$ cat src/rtl/satadd_sched_if.sv
// Request/response bundle for satadd_sched: two packed 12-bit requesters in,
// one held result out. master = requester/consumer side, slave = scheduler.
interface satadd_sched_if;
    logic [1:0]  req_valid;
    logic [1:0]  req_ready;
    logic [23:0] req_x;
    logic [23:0] req_y;
    logic [3:0]  req_mode;
    logic        rsp_valid;
    logic        rsp_ready;
    logic        rsp_id;
    logic [11:0] rsp_sum;
    logic        rsp_sat;

    modport master (
        output req_valid, req_x, req_y, req_mode, rsp_ready,
        input  req_ready, rsp_valid, rsp_id, rsp_sum, rsp_sat
    );

    modport slave (
        input  req_valid, req_x, req_y, req_mode, rsp_ready,
        output req_ready, rsp_valid, rsp_id, rsp_sum, rsp_sat
    );
endinterface

$ cat src/rtl/satadd_sched.sv
// Two-requester round-robin scheduler feeding one wrap/signed/unsigned saturating adder.
// Optional per-requester saturation counters are enabled by defining SATADD_SCHED_CNT_EN.
module satadd_sched #(
    parameter int CNT_W = 8
) (
    input  logic             clk,
    input  logic             rst,
    satadd_sched_if.slave    bus,
    input  logic             clr_cnt,
    output logic [CNT_W-1:0] sat_cnt_a,
    output logic [CNT_W-1:0] sat_cnt_b
);
    localparam int DATA_W = 12;
    localparam int MSB    = DATA_W - 1;
    localparam logic signed [DATA_W-1:0] SMAX = {1'b0, {(DATA_W-1){1'b1}}};
    localparam logic signed [DATA_W-1:0] SMIN = {1'b1, {(DATA_W-1){1'b0}}};

    typedef enum logic {IDLE, RESP} state_t;

    // Returns {sat, sum}; mode 1x wraps, 01 clamps signed, 00 clamps unsigned.
    function automatic logic [DATA_W:0] sat_add(input logic [DATA_W-1:0] x,
                                                input logic [DATA_W-1:0] y,
                                                input logic [1:0]        mode);
        logic [DATA_W:0] r;
        logic            ovf;
        r   = {1'b0, x} + {1'b0, y};
        ovf = (x[MSB] == y[MSB]) && (r[MSB] != x[MSB]);
        if (mode[1])
            return {1'b0, r[DATA_W-1:0]};
        else if (mode[0])
            return ovf ? {1'b1, (x[MSB] ? SMIN : SMAX)} : {1'b0, r[DATA_W-1:0]};
        else
            return r[DATA_W] ? {1'b1, {DATA_W{1'b1}}} : {1'b0, r[DATA_W-1:0]};
    endfunction

    state_t            state;
    logic              last_b;
    logic [1:0]        grant;
    logic              xfer;
    logic              gid;
    logic [DATA_W-1:0] x_p0, y_p0;
    logic [1:0]        mode_p0;
    logic [DATA_W:0]   res_p0;
    logic              vld_p1;
    logic [DATA_W-1:0] sum_p1;
    logic              sat_p1;
    logic              id_p1;

    // Stage p0: grant and operand select
    always_comb begin
        grant = 2'b00;
        if (state == IDLE) begin
            case (bus.req_valid)
                2'b01:   grant = 2'b01;
                2'b10:   grant = 2'b10;
                2'b11:   grant = last_b ? 2'b01 : 2'b10;
                default: grant = 2'b00;
            endcase
        end
    end

    assign xfer          = |grant;
    assign gid           = grant[1];
    assign bus.req_ready = grant;

    always_comb begin
        x_p0    = gid ? bus.req_x[2*DATA_W-1:DATA_W] : bus.req_x[DATA_W-1:0];
        y_p0    = gid ? bus.req_y[2*DATA_W-1:DATA_W] : bus.req_y[DATA_W-1:0];
        mode_p0 = gid ? bus.req_mode[3:2] : bus.req_mode[1:0];
        res_p0  = sat_add(x_p0, y_p0, mode_p0);
    end

    // Stage p1: held result and FSM
    always_ff @(posedge clk or posedge rst) begin
        if (rst) begin
            state  <= IDLE;
            vld_p1 <= 1'b0;
            sum_p1 <= '0;
            sat_p1 <= 1'b0;
            id_p1  <= 1'b0;
            last_b <= 1'b1;
        end else if (state == IDLE) begin
            if (xfer) begin
                state  <= RESP;
                vld_p1 <= 1'b1;
                sum_p1 <= res_p0[DATA_W-1:0];
                sat_p1 <= res_p0[DATA_W];
                id_p1  <= gid;
                last_b <= gid;
            end
        end else if (bus.rsp_ready) begin
            state  <= IDLE;
            vld_p1 <= 1'b0;
        end
    end

    assign bus.rsp_valid = vld_p1;
    assign bus.rsp_sum   = sum_p1;
    assign bus.rsp_sat   = sat_p1;
    assign bus.rsp_id    = id_p1;

`ifdef SATADD_SCHED_CNT_EN
    localparam logic [CNT_W-1:0] CNT_MAX = '1;

    // Counters stick at all-ones; a clear in the same cycle beats an increment.
    always_ff @(posedge clk or posedge rst) begin
        if (rst) begin
            sat_cnt_a <= '0;
            sat_cnt_b <= '0;
        end else if (clr_cnt) begin
            sat_cnt_a <= '0;
            sat_cnt_b <= '0;
        end else if (xfer && res_p0[DATA_W]) begin
            if (!gid && sat_cnt_a != CNT_MAX) sat_cnt_a <= sat_cnt_a + CNT_W'(1);
            if (gid && sat_cnt_b != CNT_MAX)  sat_cnt_b <= sat_cnt_b + CNT_W'(1);
        end
    end
`else
    logic unused_clr;
    assign unused_clr = clr_cnt;
    assign sat_cnt_a  = '0;
    assign sat_cnt_b  = '0;
`endif
endmodule

$ cat src/flat_wrapper.sv
// flat-port wrapper written by rule: the top's interface ports become plain ports
module satadd_sched_flat 
#(
    parameter int CNT_W = 8
)
  (clk, rst, clr_cnt, sat_cnt_a, sat_cnt_b, bus_req_valid, bus_req_x, bus_req_y, bus_req_mode, bus_rsp_ready, bus_req_ready, bus_rsp_valid, bus_rsp_id, bus_rsp_sum, bus_rsp_sat);
  satadd_sched_if bus_i ();
  input  logic clk;
  input  logic rst;
  input  logic clr_cnt;
  output logic [CNT_W-1:0] sat_cnt_a;
  output logic [CNT_W-1:0] sat_cnt_b;
  input wire logic [$bits(bus_i.req_valid)-1:0] bus_req_valid;
  input wire logic [$bits(bus_i.req_x)-1:0] bus_req_x;
  input wire logic [$bits(bus_i.req_y)-1:0] bus_req_y;
  input wire logic [$bits(bus_i.req_mode)-1:0] bus_req_mode;
  input wire logic [$bits(bus_i.rsp_ready)-1:0] bus_rsp_ready;
  output wire logic [$bits(bus_i.req_ready)-1:0] bus_req_ready;
  output wire logic [$bits(bus_i.rsp_valid)-1:0] bus_rsp_valid;
  output wire logic [$bits(bus_i.rsp_id)-1:0] bus_rsp_id;
  output wire logic [$bits(bus_i.rsp_sum)-1:0] bus_rsp_sum;
  output wire logic [$bits(bus_i.rsp_sat)-1:0] bus_rsp_sat;
  assign bus_i.req_valid = bus_req_valid;
  assign bus_i.req_x = bus_req_x;
  assign bus_i.req_y = bus_req_y;
  assign bus_i.req_mode = bus_req_mode;
  assign bus_i.rsp_ready = bus_rsp_ready;
  assign bus_req_ready = bus_i.req_ready;
  assign bus_rsp_valid = bus_i.rsp_valid;
  assign bus_rsp_id = bus_i.rsp_id;
  assign bus_rsp_sum = bus_i.rsp_sum;
  assign bus_rsp_sat = bus_i.rsp_sat;
  satadd_sched #(.CNT_W(CNT_W)) u_core (.clk(clk), .rst(rst), .bus(bus_i), .clr_cnt(clr_cnt), .sat_cnt_a(sat_cnt_a), .sat_cnt_b(sat_cnt_b));
endmodule
$ cat config.mk
export PLATFORM = sky130hd
export DESIGN_NAME = satadd_sched_flat
export DESIGN_NICKNAME = d
export VERILOG_FILES = /design/src/rtl/satadd_sched_if.sv /design/src/rtl/satadd_sched.sv /design/src/flat_wrapper.sv
export SDC_FILE = /design/constraint.sdc
export NUM_CORES = 1
export LEC_CHECK = 0
export ABC_AREA = 1
export BUFFER_PORTS_ARGS = -buffer_cell sky130_fd_sc_hd__clkbuf_2
export CORE_MARGIN = 2
export CORE_UTILIZATION = 40
export DETAILED_ROUTE_END_ITERATION = 8
export PLACE_DENSITY = 0.7
export RECOVER_POWER = 50
export SLEW_MARGIN = 10
export SYNTH_ARGS = -nofsm -noshare
export SYNTH_HDL_FRONTEND = slang
export SYNTH_SLANG_ARGS = --single-unit
$ cat constraint.sdc
create_clock -name clk -period 6.2 [get_ports clk]
set_input_delay 0.31 -clock clk [delete_from_list [all_inputs] [get_ports clk]]
set_output_delay 0.31 -clock clk [all_outputs]
set_load 0.005 [all_outputs]
==> impl_metrics.env <==
export IMPL_maxCapViolations=0
export IMPL_portBuffers=73
export IMPL_multiInputGateArea_um2=1280
export IMPL_cts_clk_slew_worst_paths_ps=70
export IMPL_synth_simple_gate_area_share_pct=40.8
export IMPL_ctsHoldBuffers=0
export IMPL_vias=2043
export IMPL_cts_buffers=3
export IMPL_syn_area_um2=1930
export IMPL_die_w_um=73.4
export IMPL_cts_resized=0
export IMPL_setup_tns_final_ps=0
export IMPL_power_frac_comb_pct=69.7
export IMPL_critPathKind="reg2reg"
export IMPL_status="finished clean"
export IMPL_die_h_um=73.4
export IMPL_critPathLaunch="u_core.state$_DFF_PP0_"
export IMPL_avgSynthCellArea_um2=6.14
export IMPL_ys_warn_count=0
export IMPL_dp_hpwl_um=3760
export IMPL_critPathRequiredTime_ps=6370
export IMPL_ys_flop_type="dfrtp_1"
export IMPL_synth_largest_area_cell="nand2_1"
export IMPL_timing_fmax_mhz=333
export IMPL_wl_per_cell_um=10.2
export IMPL_cts_max_path_buffers=2
export IMPL_antenna_left=0
export IMPL_p_sw_share_pct=50.4
export IMPL_syn_inst=314
export IMPL_antenna_cells=0
export IMPL_firstDrtPassIters=4
export IMPL_synth_compound_gate_area_share_pct=10.5
export IMPL_layout_min_cycle_time_ps=3000
export IMPL_synth_adder_area_share_pct=8.83
export IMPL_crit_arrival_ps=3170
export IMPL_tightest_slew_ps=632
export IMPL_p_switching_uw=472
export IMPL_final_cells=438
export IMPL_ctsRootBufferMaster="clkbuf_8"
export IMPL_clockPowerShare_pct=8.7
export IMPL_seq_area_um2=427
export IMPL_relSlewSlack_pct=57.8
export IMPL_startpoint_type="flip-flop"
export IMPL_cts_setup_buffers=0
export IMPL_synth_most_common_cell="nand2_1"
export IMPL_synth_commonest_cells="128 x nand2_1, 29 x nor2_1, 28 x inv_1"
export IMPL_yosys_register_bits=17
export IMPL_synth_xor_area_share_pct=3.18
export IMPL_r2r_start="u_core.state$_DFF_PP0_"
export IMPL_peakVddDrop_uv=114
export IMPL_synth_yosys_seq_area_share_pct=22.1
export IMPL_area_growth_syn_to_layout_pct=19.2
export IMPL_clock_sinks=17
export IMPL_sequentialPowerShare_pct=21.7
export IMPL_grt_overflow=0
export IMPL_end_kind="flip-flop"
export IMPL_fin_skew_ps=6.19
export IMPL_die_area_um2=5390
export IMPL_clkLatencyLatePin_ps=250
export IMPL_internal_power_uw=464
export IMPL_htreeDepth=1
export IMPL_setup_slack_ps=3200
export IMPL_grt_pass1_vias=1842
export IMPL_drive_gt1_share_pct=24.0
export IMPL_path_max_fanout=34
export IMPL_maxSlewViolCount=0
export IMPL_setup_viol=0
export IMPL_cts_tree="built"
export IMPL_rsz0062_at_grt="false"
export IMPL_io_pins=91
export IMPL_grt_max_degree=35
export IMPL_fill_cells=513
export IMPL_synth_cell_type_count=29
export IMPL_synth_top_area_share_pct=24.9
export IMPL_synth_top_family_by_area="simple AND/OR/NAND/NOR gates"
export IMPL_synth_async_sr_flop_share_pct=100
export IMPL_pre_cts_ws_ps=3130
export IMPL_drtIter0Drc=80
export IMPL_synth_edf_count=0
export IMPL_antenna_found_initial=0
export IMPL_leakagePower_uw=0.00140
export IMPL_yosys_top_cells_area="nand2_1 25%, dfrtp_1 21%, ha_1 7.8%, buf_4 6.2%, nor2_1 5.6%"
export IMPL_start_util_pct=41.1
export IMPL_coreArea_um2=4690
export IMPL_fin_nets=456
export IMPL_routed_wl_um=4450
export IMPL_grt_pass1_wl_um=7650
export IMPL_fin_crit_sh_pct=48.4
export IMPL_via_per_inst=4.66
export IMPL_rows=25
export IMPL_hold_path_class="in2async"
export IMPL_p_per_area_nw_per_um2=408
export IMPL_dpl_cell_count=434
export IMPL_gp_congestion=0.859
export IMPL_synth_mux_area_share_pct=0
export IMPL_grt_usage_pct=17.8
export IMPL_drc_errors=0
export IMPL_hold_viol=0
==> metrics by stage <==
stage | hold slack, ps | area (µm²) | util [%] | total power (µW)
2_1_floorplan | 235 | 1980 | - | 702
3_3_place_gp | 400 | 2260 | 48.1 | 855
3_5_place_dp | 408 | 2260 | 48.1 | 867
4_1_cts | 140 | 2300 | 49.1 | 952
5_1_grt | 183 | 2300 | 49.0 | 1060
6_report | 114 | 2300 | 49.0 | 936
==> state kept, by name, summed over array words and instances, names as in the netlist <==
register / flops
u_core.last_b: 1
u_core.bus.rsp_id: 1
u_core.bus.rsp_sat: 1
u_core.state: 1
u_core.bus.rsp_valid: 1
u_core.bus.rsp_sum: 12
==> power groups by stage <==
stage	Combinational (µW)	Clock [µW]	Sequential [µW]
5_1_grt	760	88.7	209
2_1_floorplan	498	0	204
4_1_cts	666	83.4	203
6_report	652	81.2	203
3_5_place_dp	663	0	205
3_3_place_gp	653	0	202
==> cell type report <==
type                    instances  area share [%]
well taps                      54            2.94
flip-flops and latches         17            18.6
inverters                      31            5.17
repair buffers                 73            15.6
clock buffers                   4            1.96
multi-input cells             259            55.7
==> worst paths after layout <==
| path | end | cells past startpoint | slack (ps) |
|---|---|---|---|
| worst min register to register | u_core.bus.rsp_id$_DFFE_PP0P_ | 2 | 480 |
| max in group asynchronous | u_core.bus.rsp_sum[1]$_DFFE_PP0P_ | 2 | 5680 |
| worst max-delay path | u_core.bus.rsp_sum[0]$_DFFE_PP0P_ | 17 | 3200 |
| worst min-delay path | u_core.bus.rsp_sum[9]$_DFFE_PP0P_ | 2 | 110 |
| min in group clk | u_core.bus.rsp_valid$_DFFE_PP0P_ | 2 | 260 |
| worst max register to register | u_core.bus.rsp_sum[0]$_DFFE_PP0P_ | 17 | 3200 |
==> critical path: stages (launching register included) <==
cell and delay (ps):
dfrtp_1 400, inv_2 110, nand3_4 320, inv_4 340, nand2_1 80, nand2_1 70, ha_1 210, inv_1 70
fa_1 400, inv_1 120, nand3_1 70, nand2_1 120, nand3_1 80, nand3_1 90, nand2_1 80, nand2_2 90
a21oi_4 100, a21oi_1 160
==> metal layers <==
metal | vias up | global-route usage [%] | share of wire (%) | wire, µm
met5 | - | 0 | 0 | 0
met2 | 53 | 33.5 | 50 | 2210
li1 | 1092 | - | - | -
met3 | 4 | 3.02 | 4.8 | 215
met4 | 0 | 1.82 | 0.63 | 28
met1 | 894 | 21.8 | 45 | 1990
==> layout by cell type (no fill, tap or decap), drive strengths merged, types with 4 or more instances in the layout <==
| cell type | netlist | final |
|---|---|---|
| nor2 | 32 | 32 |
| clkbuf | 4 | 77 |
| dfrtp | 16 | 16 |
| xnor2 | 4 | 4 |
| ha | 12 | 12 |
| inv | 31 | 31 |
| nand3 | 17 | 17 |
| o21ai | 9 | 9 |
| a21oi | 22 | 22 |
| conb | 1 | 16 |
| nand2 | 137 | 137 |
==> cell families after synthesis <==
family | Yosys count
DFF | 17
other | 1
AOI/OAI and AO/OA | 34
xor gates and xnor gates | 7
adders and majority gates | 13
buffers and inverters | 53
and+or+nand+nor | 189
Note: power is estimated with default switching activity, not from simulation.
